### src/rtl/instruction_fetcher.sv
// Instruction fetcher: PC register, fetch handshake with the instruction cache and a
// circular fetch queue. Optional JAL target prediction under FETCH_JAL_PREDICT_EN.
module instruction_fetcher #(
  parameter int FQ_DEPTH     = 8,
  parameter int FQ_DEPTH_LOG = 3
) (
  input  logic        clk_in,
  input  logic        rst_in,
  input  logic        rdy_in,
  output logic [31:0] icache_pc,
  input  logic [31:0] icache_inst,
  input  logic        icache_valid,
  input  logic        flush_in,
  input  logic [31:0] flush_pc,
  input  logic        deq_en,
  output logic        inst_valid_out,
  output logic [31:0] inst_out,
  output logic [31:0] pc_out,
  output logic [31:0] pred_pc_out
);

  localparam logic [FQ_DEPTH_LOG:0]   full_count = FQ_DEPTH[FQ_DEPTH_LOG:0];
  localparam logic [FQ_DEPTH_LOG:0]   cnt_one    = 1;
  localparam logic [FQ_DEPTH_LOG-1:0] ptr_one    = 1;

  logic [31:0]             pc;
  logic                    settled;
  logic [FQ_DEPTH_LOG-1:0] head;
  logic [FQ_DEPTH_LOG-1:0] tail;
  logic [FQ_DEPTH_LOG:0]   count;

  logic [31:0] fq_inst [FQ_DEPTH];
  logic [31:0] fq_pc   [FQ_DEPTH];
  logic [31:0] fq_pred [FQ_DEPTH];

  logic [31:0] next_pc;
  logic        accept;
  logic        pop;

`ifdef FETCH_JAL_PREDICT_EN
  logic [31:0] jal_imm;
  assign jal_imm = {{11{icache_inst[31]}}, icache_inst[31], icache_inst[19:12],
                    icache_inst[20], icache_inst[30:21], 1'b0};
  assign next_pc = (icache_inst[6:0] == 7'b1101111) ? pc + jal_imm : pc + 32'd4;
`else
  assign next_pc = pc + 32'd4;
`endif

  // Cache word is trusted only once the PC has been stable for a full cycle (settled),
  // so a word returned for the previous address is never enqueued.
  assign accept = rdy_in && settled && icache_valid && (count != full_count) && !flush_in;

  // Consumer handshake: inst_valid_out is the valid, deq_en the ready; an entry
  // transfers on a rising edge where both are high (and rdy_in high, no flush).
  assign pop = rdy_in && deq_en && (count != '0) && !flush_in;

  always_ff @(posedge clk_in or posedge rst_in) begin
    if (rst_in) begin
      pc      <= '0;
      settled <= 1'b0;
      head    <= '0;
      tail    <= '0;
      count   <= '0;
    end else if (rdy_in) begin
      if (flush_in) begin
        pc      <= flush_pc;
        settled <= 1'b0;
        head    <= '0;
        tail    <= '0;
        count   <= '0;
      end else begin
        if (accept) begin
          tail    <= tail + ptr_one;
          pc      <= next_pc;
          settled <= 1'b0;
        end else begin
          settled <= 1'b1;
        end
        if (pop) head <= head + ptr_one;
        if (accept && !pop)      count <= count + cnt_one;
        else if (!accept && pop) count <= count - cnt_one;
      end
    end
  end

  // Queue storage needs no reset: outputs are masked while the queue is empty.
  always_ff @(posedge clk_in) begin
    if (accept) begin
      fq_inst[tail] <= icache_inst;
      fq_pc[tail]   <= pc;
      fq_pred[tail] <= next_pc;
    end
  end

  assign icache_pc      = pc;
  assign inst_valid_out = (count != '0);
  assign inst_out       = inst_valid_out ? fq_inst[head] : 32'h0;
  assign pc_out         = inst_valid_out ? fq_pc[head]   : 32'h0;
  assign pred_pc_out    = inst_valid_out ? fq_pred[head] : 32'h0;

endmodule
### config.mk
export PLATFORM = sky130hd
export DESIGN_NAME = instruction_fetcher
export DESIGN_NICKNAME = d
export VERILOG_FILES = /design/src/rtl/instruction_fetcher.sv
export SDC_FILE = /design/constraint.sdc
export NUM_CORES = 1
export LEC_CHECK = 0
export ABC_AREA = 1
export BUFFER_PORTS_ARGS = -buffer_cell sky130_fd_sc_hd__buf_2
export CELL_PAD_IN_SITES_DETAIL_PLACEMENT = 0
export CELL_PAD_IN_SITES_GLOBAL_PLACEMENT = 2
export CORE_MARGIN = 2
export CORE_UTILIZATION = 42
export CTS_CLUSTER_SIZE = 30
export DETAILED_ROUTE_END_ITERATION = 16
export PLACE_DENSITY = 0.86
export RECOVER_POWER = 100
export SYNTH_ARGS = -nofsm -noshare
export SYNTH_HDL_FRONTEND = slang
export SYNTH_SLANG_ARGS = --single-unit
### constraint.sdc
create_clock -name clk_in -period 10.6 [get_ports clk_in]
set_input_delay 0 -clock clk_in [delete_from_list [all_inputs] [get_ports clk_in]]
set_output_delay 0 -clock clk_in [all_outputs]
set_load 0.005 [all_outputs]
Word level (Yosys, flattened, before mapping)
Memories as Yosys holds them, arrays and structs flattened.
Index checks and enable logic that the tools add are counted.

word-level totals
  register bits after elaboration = 43
  RAM bits = 768
  output and inout port bits = 129
  logic and storage cells = 49
  memories kept = 3

operators by class
  add/subtract/negate cells = 5
  equal/unequal tests = 1
  muxes and demuxes = 16
  reductions and logical operators = 19

memory list
  memory   words  width  rd ports  clocked after memory_dff  write ports  RTL line  source
  fq_inst  8      32     1         0                         1            32        logic [31:0] fq_inst [FQ_DEPTH];
  fq_pc    8      32     1         0                         1            33        logic [31:0] fq_pc [FQ_DEPTH];
  fq_pred  8      32     1         0                         1            34        logic [31:0] fq_pred [FQ_DEPTH];

operators by type and width
  kind                                               number
  two-way mux 32 bit                                 5
  adder 32 x 3 -> 32 bit (second input constant)     1
  two-way mux 3 bit                                  4
  two-way mux 4 bit                                  3
  logical AND 1 bit                                  9
  adder 3 x 1 -> 3 bit (second input constant)       2
  AND reduction 2 bit                                3
  adder 4 x 1 -> 4 bit (second input constant)       1
  two-way mux 1 bit                                  4
  != test 4 bit (second input constant)              1
  nonzero test 2 bit                                 2
  nonzero test 4 bit                                 1
  subtractor 4 x 1 -> 4 bit (second input constant)  1
  zero test 1 bit                                    3
  nonzero test 3 bit                                 1

Longest topological paths before layout
Gate-level depths: netlist (run 1).

  word-level depth = 9
  depth in mapped cells = 13
  gate-level depth less buffers = 13

Least setup slack after synthesis (run 1)
OpenSTA, ideal clock, no wires.

  path kind = reg2reg
  from = register count[3]
  to = memory fq_inst[0][0] (enable)
  setup time = 0.662 ns
  arrival time = 7.215 ns
  required time = 9.938 ns
  path slack = 2.724 ns
  cell stages (with the launch flop) = 8
  period minus slack after synthesis = 7.876 ns
  path through = dfrtp_1 -> inv_1 -> nor2_1 -> nand2_1 -> nand3_1 -> inv_1 -> nand2_1 -> nor3_1

on the way
  cells in the longest elaborated chain, start to end = 5

ends and longest elaborated chain
  element                                  RTL line  source
  from (decl)                              30        logic [FQ_DEPTH_LOG:0] count;
  from (signal assigned)                   80        if (accept && !pop) count <= count + cnt_one;
  from (signal assigned)                   81        else if (!accept && pop) count <= count - cnt_one;
  != test 4 bit                            51        assign accept = rdy_in && settled && icache_valid && (count != full_count) && !flush_in;
  logical AND 1 bit (2 in series)          51
  two-way mux 1 bit                        88        if (accept) begin
  two-way mux 1 bit (implied by the code)  89        fq_inst[tail] <= icache_inst;
  to (decl)                                32

Every way passes these cells.

Worst setup path after layout (run 1)
  from = input flush_in
  to = memory fq_pc[4][17] (enable)

on the way
  cells in the longest elaborated chain, start to end = 4

ends and longest elaborated chain
  element                                  RTL line  source
  from (decl)                              13        input logic flush_in,
  zero test 1 bit                          51
  logical AND 1 bit                        51
  two-way mux 1 bit                        88
  two-way mux 1 bit (implied by the code)  90        fq_pc[tail] <= pc;
  to (decl)                                33

Every way passes these cells.

==> results of run 1 <==
[worst max-delay path, delay by kind of cell]
| kind | cells | cell delay [ns] |
|---|---|---|
| buffers and inverters | 6 | 6.11 |
| AND/OR/NAND/NOR | 3 | 1.30 |
[logic make-up (layout without fill, tap and decap cells)]
| group | count (synthesis) | after routing |
|---|---|---|
| DFF | 795 | 795 |
| adders and majority gates | 6 | 6 |
| xor gates and xnor gates | 11 | 11 |
| AOI/OAI and AO/OA | 606 | 606 |
| buffers and inverters | 218 | 509 |
| and+or+nand+nor | 1095 | 1095 |
[flip-flops by register name (all words and copies together) (netlist names)]
register and cells:
icache_pc 32, fq_pred 240, count 4, tail 3
fq_inst 256, fq_pc 256, settled 1, head 3
[Yosys cell counts]
| cell | instances |
|---|---|
| xnor2_1 | 4 |
| nor2_2 | 2 |
| buf_2 | 44 |
| nand3_1 | 28 |
| o32ai_2 | 19 |
| a31oi_1 | 2 |
| nand3_2 | 1 |
| nand2_1 | 198 |
| nand2_2 | 1 |
| buf_4 | 20 |
| edfxtp_1 | 752 |
| buf_8 | 2 |
| o21ai_0 | 369 |
| nand3b_1 | 8 |
| o31ai_1 | 1 |
| fa_1 | 1 |
| inv_2 | 2 |
| nor2_1 | 849 |
| buf_1 | 13 |
| inv_1 | 40 |
| o22ai_1 | 3 |
| nor3_1 | 4 |
| nand4_1 | 3 |
| ha_1 | 5 |
| a21oi_1 | 9 |
| dfrtp_1 | 43 |
| nor2_4 | 1 |
| buf_6 | 15 |
| a32o_1 | 1 |
| o32ai_1 | 75 |
| clkbuf_1 | 80 |
| clkinv_1 | 1 |
| o21ai_1 | 127 |
| inv_4 | 1 |
| xor2_1 | 7 |
[stage by stage]
stage / hold WS [ns] / std cells
floorplan: 0.0989 / 2731
global placement: 0.215 / 3828
detailed placement: 0.208 / 3828
CTS: 0.0872 / 4062
global route: 0.123 / 4062
finish: 0.130 / 4062
[power breakdown]
part	total (mW)	internal, mW	switching [mW]
Sequential	3.89	3.67	0.225
Clock	2.82	1.65	1.17
Combinational	2.08	0.698	1.39
[per-layer routing]
metal  vias up  track usage [%]  wire, µm
met5         -                0         0
met4         0             6.52      2010
met3       131             2.50      4400
met2       674             35.1     41900
met1     10900             28.2     36900
li1      10200                -         -
[worst paths after layout]
path	start	to	depth (start not counted)
max reg2reg	count[3]	fq_pc[4][17]	9
max	flush_in	fq_pc[4][17]	9
max in group asynchronous	rst_in	head[1]	4
min reg2reg	settled	settled	2
min in group asynchronous	rst_in	icache_pc[20]	4
min	flush_pc[1]	icache_pc[1]	4
[cells in the final DEF (no fill, tap or decap), types with 3 or more instances in the layout]
| cell type | netlist | routed |
|---|---|---|
| o21ai_1 | 127 | 74 |
| bufinv_16 | 0 | 5 |
| nor2_1 | 849 | 848 |
| clkinvlp_4 | 0 | 3 |
| nand4_1 | 3 | 3 |
| nand2_1 | 198 | 199 |
| clkinv_4 | 0 | 3 |
| o21ai_0 | 369 | 422 |
| buf_2 | 44 | 104 |
| dlygate4sd3_1 | 0 | 84 |
| clkbuf_8 | 0 | 5 |
| xnor2_1 | 4 | 4 |
| clkbuf_2 | 0 | 8 |
| edfxtp_1 | 752 | 752 |
| buf_4 | 20 | 8 |
| nor2_4 | 1 | 3 |
| inv_1 | 40 | 40 |
| nor3_1 | 4 | 4 |
| a21oi_1 | 9 | 9 |
| clkinv_2 | 0 | 16 |
| dfrtp_1 | 43 | 41 |
| clkinv_1 | 1 | 10 |
| nand3b_1 | 8 | 8 |
| nand3_1 | 28 | 29 |
| o22ai_1 | 3 | 3 |
| ha_1 | 5 | 5 |
| o32ai_1 | 75 | 75 |
| clkbuf_16 | 0 | 86 |
| xor2_1 | 7 | 7 |
| clkbuf_1 | 80 | 129 |
| o32ai_2 | 19 | 19 |
[cell type report]
type                    count  area, µm²  share of cell area (%)
clock buffers             111       2300                    6.10
clock inverters            39        363                   0.964
inverters                  44        180                   0.479
multi-input cells        1718       7940                    21.1
flip-flops and latches    795      23700                    62.9
well taps                1040       1300                    3.46
repair buffers            315       1910                    5.07
[repair_timing]
| action | CTS | global route |
|---|---|---|
| buffers inserted | 0 | 0 |
| hold endpoints to repair | 340 | 0 |
| gates resized for setup | 0 | 0 |
| hold buffers | 84 | 0 |
| setup endpoints to repair | 0 | 0 |
==> impl_results.md, run 1 <==
* Final setup margin at about 3.2 ns
* Ranking of synthesized cells by area: edfxtp_1 69%, nor2_1 9.8%, o21ai_0 5.7%, dfrtp_1 3.3%, nand2_1 2.3%
* Largest net degree at the start of global routing at 217
* Run status: finished, violations left
* Mean Syn Cell Area at 12.0 µm²
* Synth Area in Adders at 0.253%
* CTS clk-pin slew, worst paths at 0.06 ns
* Post-synth net total at 2807
* R2r setup slk at 3.27 ns
* Worst Tran Pin Value at 4.50 ns
* Synth unique cells at 35
* Overflow left after global routing at 0
* Routed wire length per instance at 21.0 µm
* Htree depth at 3
* Row count at 102
* Worst Skew at 0.0152 ns
* Critical path's slowest cell: clkbuf_1
* Initial antenna violation count at 2
* Design Area, Final at ~0.038 mm²
* Worst Path Arrival at between 7 and 8 ns
* FMAX at 0.136 GHz
* Placement Setup Slack at 6.24 ns
* Worst slew margin at -200%
* Clk root buf: clkbuf_16
* Startpoint Class: primary input
* VDD IR-drop max at 135 µV
* Die Ht at roughly 280 µm
* Initial drt markers at 1952
* Synth Area in XOR/XNOR at 0.295%
* Synth Area in Compound Gates at 10.8%
* Max-slew violations at 959
* DP HPWL at 46.3 mm
* Simple-gate share of the synthesized area at about an eighth
* Core Util, Final at 48.8%
* Clock sinks at 795
* Pleak at ~13 nW
* First-pass GRT wire length at 128 mm
* RSZ-0062 raised after global routing: false
* Die Wd at 283 µm
* Final RePlAce weighted congestion at 0.832
* Max Buffers Root-to-Sink at 3
* Max Cap Violations at 22
* Placed cell area at between 0.03 and 0.04 mm²
* Pwr dens at approximately 230 mW/mm²
* TritonCTS Buffers at 83
* Vias at 21.9k
* CP Cell Sequence: dlygate4sd3_1, clkbuf_1, inv_1, nand3_1, inv_1, nand2_1, nor2_1, clkbuf_1, clkbuf_1
* Ant. Diodes at 0
* Top cell type's share of synthesized area at approximately 70%
* Critical path data required time at around 11 ns
* Slowest stage delay, CP at 3.05 ns
* Period utilization at 69.5%
* Yosys warns at 0
* CORE AREA at 0.0772 mm²
* Fin crit period at 7.37 ns
* 1st-pass router iterations at 5
* Final net count at a little over 3k
* Most frequent CP cell: clkbuf_1
* Total Power at 8.79 mW
* Netlist Area Pre-Place at 0.0327 mm²
* Final Hold Viols at 0
* Synth area leader: edfxtp_1
* Vias in the first global route at 21.2k
* Ports at 199
* HP Class: primary input to flop
* Finish-stage setup viols at 0
* Clk_lat worst skew at 0.63 ns
* Register area share after synthesis at 72.4%
* Initial core utilization at 42.3%
* Crit path kind: primary input to flop
* #FFs+latches synth at 795
* Fraction of layout cells with a size suffix above 1 at 8.97%
* Total track usage at 20.8%
* Combinational family with the most area after synthesis: simple AND/OR/NAND/NOR gates
* Synthesis-to-layout area growth at 15.2%
* TritonCTS clock tree: yes
* Mux cell area share after synthesis at 0%
* DRC at 0
* Avg Vias per Cell at 5.38
* Total routed wirelength at ~85 mm
* Fill cells at 6752
* TNS Setup at 0 ns
* Worst Setup End Kind: flop
* Post-synthesis cell count at 2731
* Worst-path maximum fanout at 55
* PortBufs at roughly 200
* Die area at ~0.080 mm²
* Final ANT Viol Nets at 0
* Failing checks: max-capacitance violations, max-slew violations
Note: power is estimated with default switching activity, not from simulation.
==> run 2, diff against run 1 <==
Settings changed: ABC_AREA 1 to 0, CORE_UTILIZATION 42 to 43, PLACE_DENSITY 0.86 to 0.8.
Clock period 10.6 ns to 7.3 ns, I/O delays scaled along.
==> run 2 against run 1 <==
Via count down 24%. Total power up 46%. Utilization up 1.8 points. First-iteration DRC count down 22%. Hold slack worse by 0.086 ns. Flip-flop and latch count unchanged. The run still ends with max-capacitance violations, max-slew violations left.
==> impl_results.md, run 2 <==
* Run status: finished, violations left
* Failing checks: max-capacitance violations, max-slew violations
* Design Area, Final at 0.0368 mm²
* Post-synth EDFFs at 752
* Synth async-reset ratio at roughly 5.4%
* VDD IR-drop max at 200 µV
* Avg Vias per Cell at around 5.6
* DP HPWL at roughly 41 mm
* Die Ht at 274 µm
* Comb pwr share at between 20% and 30%
* Period utilization at 69.8%
* Commonest non-fill, non-tap cell in the layout: edfxtp_1
* Cells after DPL at between 2k and 3k
* Synth area leader: edfxtp_1
* First-pass GRT wire length at 110 mm
* Placement Setup Slack at 3.37 ns
* Final RePlAce weighted congestion at ~0.78
* Placed cell area at 0.0335 mm²
* Net Sw Frac at approximately 29%
* Most frequent CP cell: clkbuf_1
* R2r setup slk at between 2 and 3 ns
* Post-synth net total at 1745
* Synthesis-to-layout area growth at 16.9%
* #FFs+latches synth at 795
* Yosys warns at 0
* Pleak at 11.7 nW
* Worst Tran Pin Value at 3.00 ns
* Worst Skew at 0.0228 ns
* Clock sinks at 795
* TNS Setup at 0 ns
* Max Cap Violations at 10
* Largest net degree at the start of global routing at 86
* Total track usage at 19.8%
* Max-slew violations at 301
* Most used flip-flop cell after synthesis: edfxtp_1
* FMAX at between 0.15 and 0.2 GHz
* Vias at 16.6k
* Worst slew margin at -100%
* Final setup margin at ~2.2 ns
* Power Internal at 9.08 mW
* Synth unique cells at 62
* Crit-path leading delay family: buffers and inverters
* TritonCTS Buffers at 84
* Worst Setup End Kind: flop
* DRC at 0
* Worst-path maximum fanout at 55
* Total Power at around 13 mW
* Hold WS at 0.0446 ns
* CP Cell Sequence: dlygate4sd3_1, clkbuf_1, nor2b_1, nand2_1, nor3_1, buf_4, clkbuf_1
* Slowest stage delay, CP at 2.17 ns
* Final instance count without filler cells at 2980
* CORE AREA at 0.0727 mm²
* Mean Syn Cell Area at 18.8 µm²
* TritonCTS clock tree: yes
* 1st-pass router iterations at 5
* Clk_lat worst skew at around 0.64 ns
* Row count at 99
* Vias in the first global route at 17.4k
* Resize count post-CTS at 0
* Critical path data required time at 7.47 ns
* Ant. Diodes at 0
* Clk root buf: clkbuf_16
* HP Class: primary input to flop
* Initial core utilization at a little over two fifths
* Die area at 0.0753 mm²
* Postcts setup bufs at 0
* Ports at 199
* Largest registers: fq_inst: 256 flops, fq_pc: 256 flops, fq_pred: 240 flops
* Hold buffer count at cts at 73
* WP buf/inv at 4
* Finish-stage setup viols at 0
* Die Wd at about 270 µm
* Post-synthesis cell count at 1669
* Top cell type's share of synthesized area at 71.8%
* Total routed wirelength at 73.4 mm
* Final Hold Viols at 0
* Netlist Area Pre-Place at 0.0314 mm²
* Clock Power Share at 34.1%
* Register area share after synthesis at 75.3%
* Final ANT Viol Nets at 0
* Fraction of layout cells with a size suffix above 1 at 20.0%
* Leading cell type by number of instances after synthesis: edfxtp_1
* PortBufs at 198
* Sequential power share at 44.4%
* Sw power at around 3.7 mW
* Max Buffers Root-to-Sink at 3
* Htree depth at 3
* Final net count at 2026
* Critical path's slowest cell: clkbuf_1
* Pwr dens at 348 mW/mm²
* Fin crit period at 5.09 ns
* Routed wire length per instance at 24.6 µm
* CTS clk-pin slew, worst paths at 0.05 ns
* Ranking of synthesized cells by area: edfxtp_1 72%, mux4_2 13%, dfrtp_1 3.4%, nand2_1 2.8%, a21oi_1 1.8%
* Commonest non-fill, non-tap cells in the layout: 752 x edfxtp_1, 231 x nand2_1, 188 x mux4_2
* Initial drt markers at around 1.5k
* Core Util, Final at 50.6%
* Overflow left after global routing at 0
* Post-synth top cells: 752 x edfxtp_1, 231 x nand2_1, 188 x mux4_2
* Initial antenna violation count at 0
* Startpoint Class: primary input
* Crit path kind: primary input to flop
* RSZ-0062 raised after global routing: false
* Worst Path Arrival at 5.26 ns
## run 2: cell types whose count changed in the layout (fill, tap and decap cells not counted), sizes merged, moves of 12 or more
cell and delta:
buf -41, o32ai -94, clkbuf +25, inv -26, nor2 -824, o21ai -472, xnor2 +16, mux4 +188
a21oi +101, nor4 +12, nand2 +32
## run 2: cell type report
type | instances | area [µm²]
repair buffers | 298 | 1780
inverters | 13 | 51.3
multi-input cells | 758 | 7220
clock inverters | 56 | 682
well taps | 959 | 1200
flip-flops and latches | 795 | 23700
fillers | 5962 | 36000
clock buffers | 101 | 2170
## run 2: per-layer routing
layer	track usage, %	part of all wire, %	wire length (µm)
met1	27.1	42	31000
met5	0	0	0
met3	2.97	5.3	3920
met4	5.32	1.7	1250
met2	33.4	51	37300
## run 2: logic make-up (layout without fill, tap and decap cells)
kind of cell / Yosys count / count (layout) / share of synthesized area [%]
compound gates: 182 / 182 / 3.41
xor+xnor: 31 / 31 / 0.864
simple gates: 347 / 347 / 4.95
flops: 795 / 795 / 75.3
buf+inv: 116 / 468 / 1.66
fa+ha+maj: 6 / 6 / 0.263
mux: 192 / 192 / 13.6
## run 2: worst reg2reg max path, delay by kind of cell (launching register included)
kind	cells	cell delay, ns
simple gates	4	0.92
buf+inv	2	2.91
flops	1	0.43
## run 2: path summary, 6_finish.rpt
check	to	start	cells after the start
min in group asynchronous	count[3]	rst_in	3
max reg2reg	fq_pc[6][13]	count[3]	6
max	fq_pc[6][13]	rdy_in	7
min	tail[2]	flush_in	3
min reg2reg	settled	settled	2
max in group asynchronous	head[2]	rst_in	3
## run 2: power groups by stage
stage	registers, mW	logic, mW	clock network [mW]
after floorplan	5.55	1.87	0
after CTS	5.69	2.94	4.45
final	5.68	2.76	4.36
after detailed placement	5.78	2.89	0
after global routing	5.71	3.03	4.62
after global placement	5.76	2.87	0
==> run 3, diff against run 2 <==
Settings changed: CORE_UTILIZATION 43 to 42, PLACE_DENSITY 0.8 to 0.82.
Clock period 7.3 ns to 4.25 ns, I/O delays scaled along.
==> run 3 against run 2 <==
The run still ends with max-capacitance violations, max-slew violations left. Clock skew shrank 0.0020 ns. Clock-buffer cell count shrank 6. Hold slack gained 0.027 ns. Clock power grew 64%. Critical path depth shrank 3. Utilization fell by 0.84 points. Sequential power grew 71%. Final cell count rose by 0.94%. Non-clock buffer count rose by 24. Die area is 2.3% higher. Critical endpoint is now pred_pc_out[18]. Largest cell class unchanged.
==> impl_results.md, run 3 (synthesized netlist as in run 2, its figures left out) <==
* Run status: finished, violations left
* Failing checks: max-capacitance violations, max-slew violations
* Period utilization at 84.6%
* Die Ht at 278 µm
* DRC at 0
* Reg area at 0.0237 mm²
* Fill cells at slightly above 6k
* Die Wd at 278 µm
* Routed wire length per instance at 25.2 µm
* Commonest non-fill, non-tap cells in the layout: 752 x edfxtp_1, 231 x nand2_1, 188 x mux4_2
* Final Hold Viols at 0
* Clock sinks at between 700 and 800
* Final ANT Viol Nets at 0
* Vias at 16.8k
* Overflow left after global routing at 0
* Area occupied by multi-input gates at between 0.007 and 0.008 mm²
* Pwr dens at 591 mW/mm²
* Total routed wirelength at 75.8 mm
* TritonCTS clock tree: yes
* Fin crit period at 3.60 ns
* DP HPWL at 43.8 mm
* Worst-path maximum fanout at 94
* Htree depth at 3
* Largest net degree at the start of global routing at 95
* Postcts setup bufs at 0
* Worst Setup SP: count[0]
* Avg Vias per Cell at 5.60
* Clk_lat worst skew at 0.64 ns
* Crit path kind: flop to output port
* Max-slew violations at 252
* Worst Setup End Kind: output port
* Slowest stage delay, CP at 1.38 ns
* Initial drt markers at 1514
* Critical path's slowest cell: clkbuf_4
* Final RePlAce weighted congestion at 0.792
* Cells after DPL at 2780
* Ports at approximately 200
* First-pass GRT wire length at 113 mm
* Final net count at 2048
* Worst slew margin at -24.8%
* TritonCTS Buffers at 82
* Fraction of layout cells with a size suffix above 1 at 20.7%
* Worst Path Arrival at 3.60 ns
* Largest registers: fq_inst: 256 flops, fq_pc: 256 flops, fq_pred: 240 flops
* Die area at approximately 0.077 mm²
* Startpoint Class: flop
* Worst Skew at 0.0208 ns
* Critical R2R Launch: count[3]
* Ant. Diodes at 0
* Commonest non-fill, non-tap cell in the layout: edfxtp_1
* Clk root buf: clkbuf_16
* Initial antenna violation count at 1
* CTS clk-pin slew, worst paths at ~0.060 ns
* VDD IR-drop max at 438 µV
* Pleak at 11.7 nW
* CP Cell Sequence: nor4_1, clkbuf_4, a21oi_1, clkbuf_1
* Max Cap Violations at 5
* Row count at 100
* RSZ-0062 raised after global routing: false
* Final instance count without filler cells at 3008
* Total track usage at 19.9%
* FMAX at 0.278 GHz
* Vias in the first global route at around 17k
* Final setup margin at 0.654 ns
* Synthesis-to-layout area growth at 17.5%
* Initial core utilization at between 40% and 50%
* CORE AREA at ~0.074 mm²
* PortBufs at roughly 200
* Placement Setup Slack at 1.25 ns
* Worst Tran Pin Value at roughly 1.9 ns
* Max Buffers Root-to-Sink at 3
* Finish-stage setup viols at 0
* Critical path data required time at 4.25 ns
* Hold Startpoint: flush_in
* 1st-pass router iterations at 5
* HP Class: primary input to flop
run 3: metal layers:
metal	track usage, %	wire length, µm	vias to the layer above
met5	0	8	-
met4	4.56	1310	2
met3	3.41	4390	94
met2	33.3	37900	550
met1	27.5	32200	8893
li1	-	-	7310
run 3: critical path: cells and delay by family (launching register included):
kind	cells	cell delay, ns
compound gates	1	0.42
buf+inv	2	1.62
flops	1	0.45
simple gates	1	0.43
run 3: worst paths after layout:
| path | to | slack, ns | cells past startpoint |
|---|---|---|---|
| setup / recovery | pred_pc_out[18] | 0.65 | 4 |
| hold / removal | icache_pc[30] | 0.07 | 3 |
| setup reg to reg | fq_inst[5][28] | 0.68 | 6 |
| hold reg to reg | settled | 0.57 | 2 |
| max in group asynchronous | head[2] | 2.43 | 3 |
| min in group asynchronous | count[2] | 0.50 | 3 |
run 3: stage by stage:
| step | util (%) | hold WS [ns] | power (mW) | area (µm²) | TNS [ns] |
|---|---|---|---|---|---|
| 5_1_grt | 49.7 | 0.122 | 22.8 | 37000 | 0 |
| 2_1_floorplan | - | 0.0989 | 12.7 | 31500 | -744.92 |
| 3_3_place_gp | 45.6 | 0.235 | 15.0 | 33900 | 0 |
| 4_1_cts | 50.3 | 0.0308 | 22.3 | 37400 | 0 |
| 6_report | 49.7 | 0.0718 | 21.8 | 37000 | 0 |
| 3_5_place_dp | 45.6 | 0.237 | 15.1 | 33900 | 0 |
run 3: where the power goes:
group	total (mW)	leakage [nW]	internal, mW	switching (mW)
clock	7.16	1.31	4.16	3.00
sequential	9.73	7.26	9.12	0.608
combinational	4.94	3.16	2.09	2.86
run 3: final cells by class:
| class | instances | area share [%] |
|---|---|---|
| multi-input cells | 758 | 19.6 |
| repair buffers | 322 | 5.57 |
| clock buffers | 95 | 5.74 |
| clock inverters | 56 | 1.62 |
| flip-flops and latches | 795 | 64.1 |
| inverters | 13 | 0.139 |
| well taps | 969 | 3.28 |
run 3: what timing repair did:
item,4_1_cts,5_1_grt
hold buffers,77,0
gates resized for setup,0,0
endpoints found under the hold margin,337,0
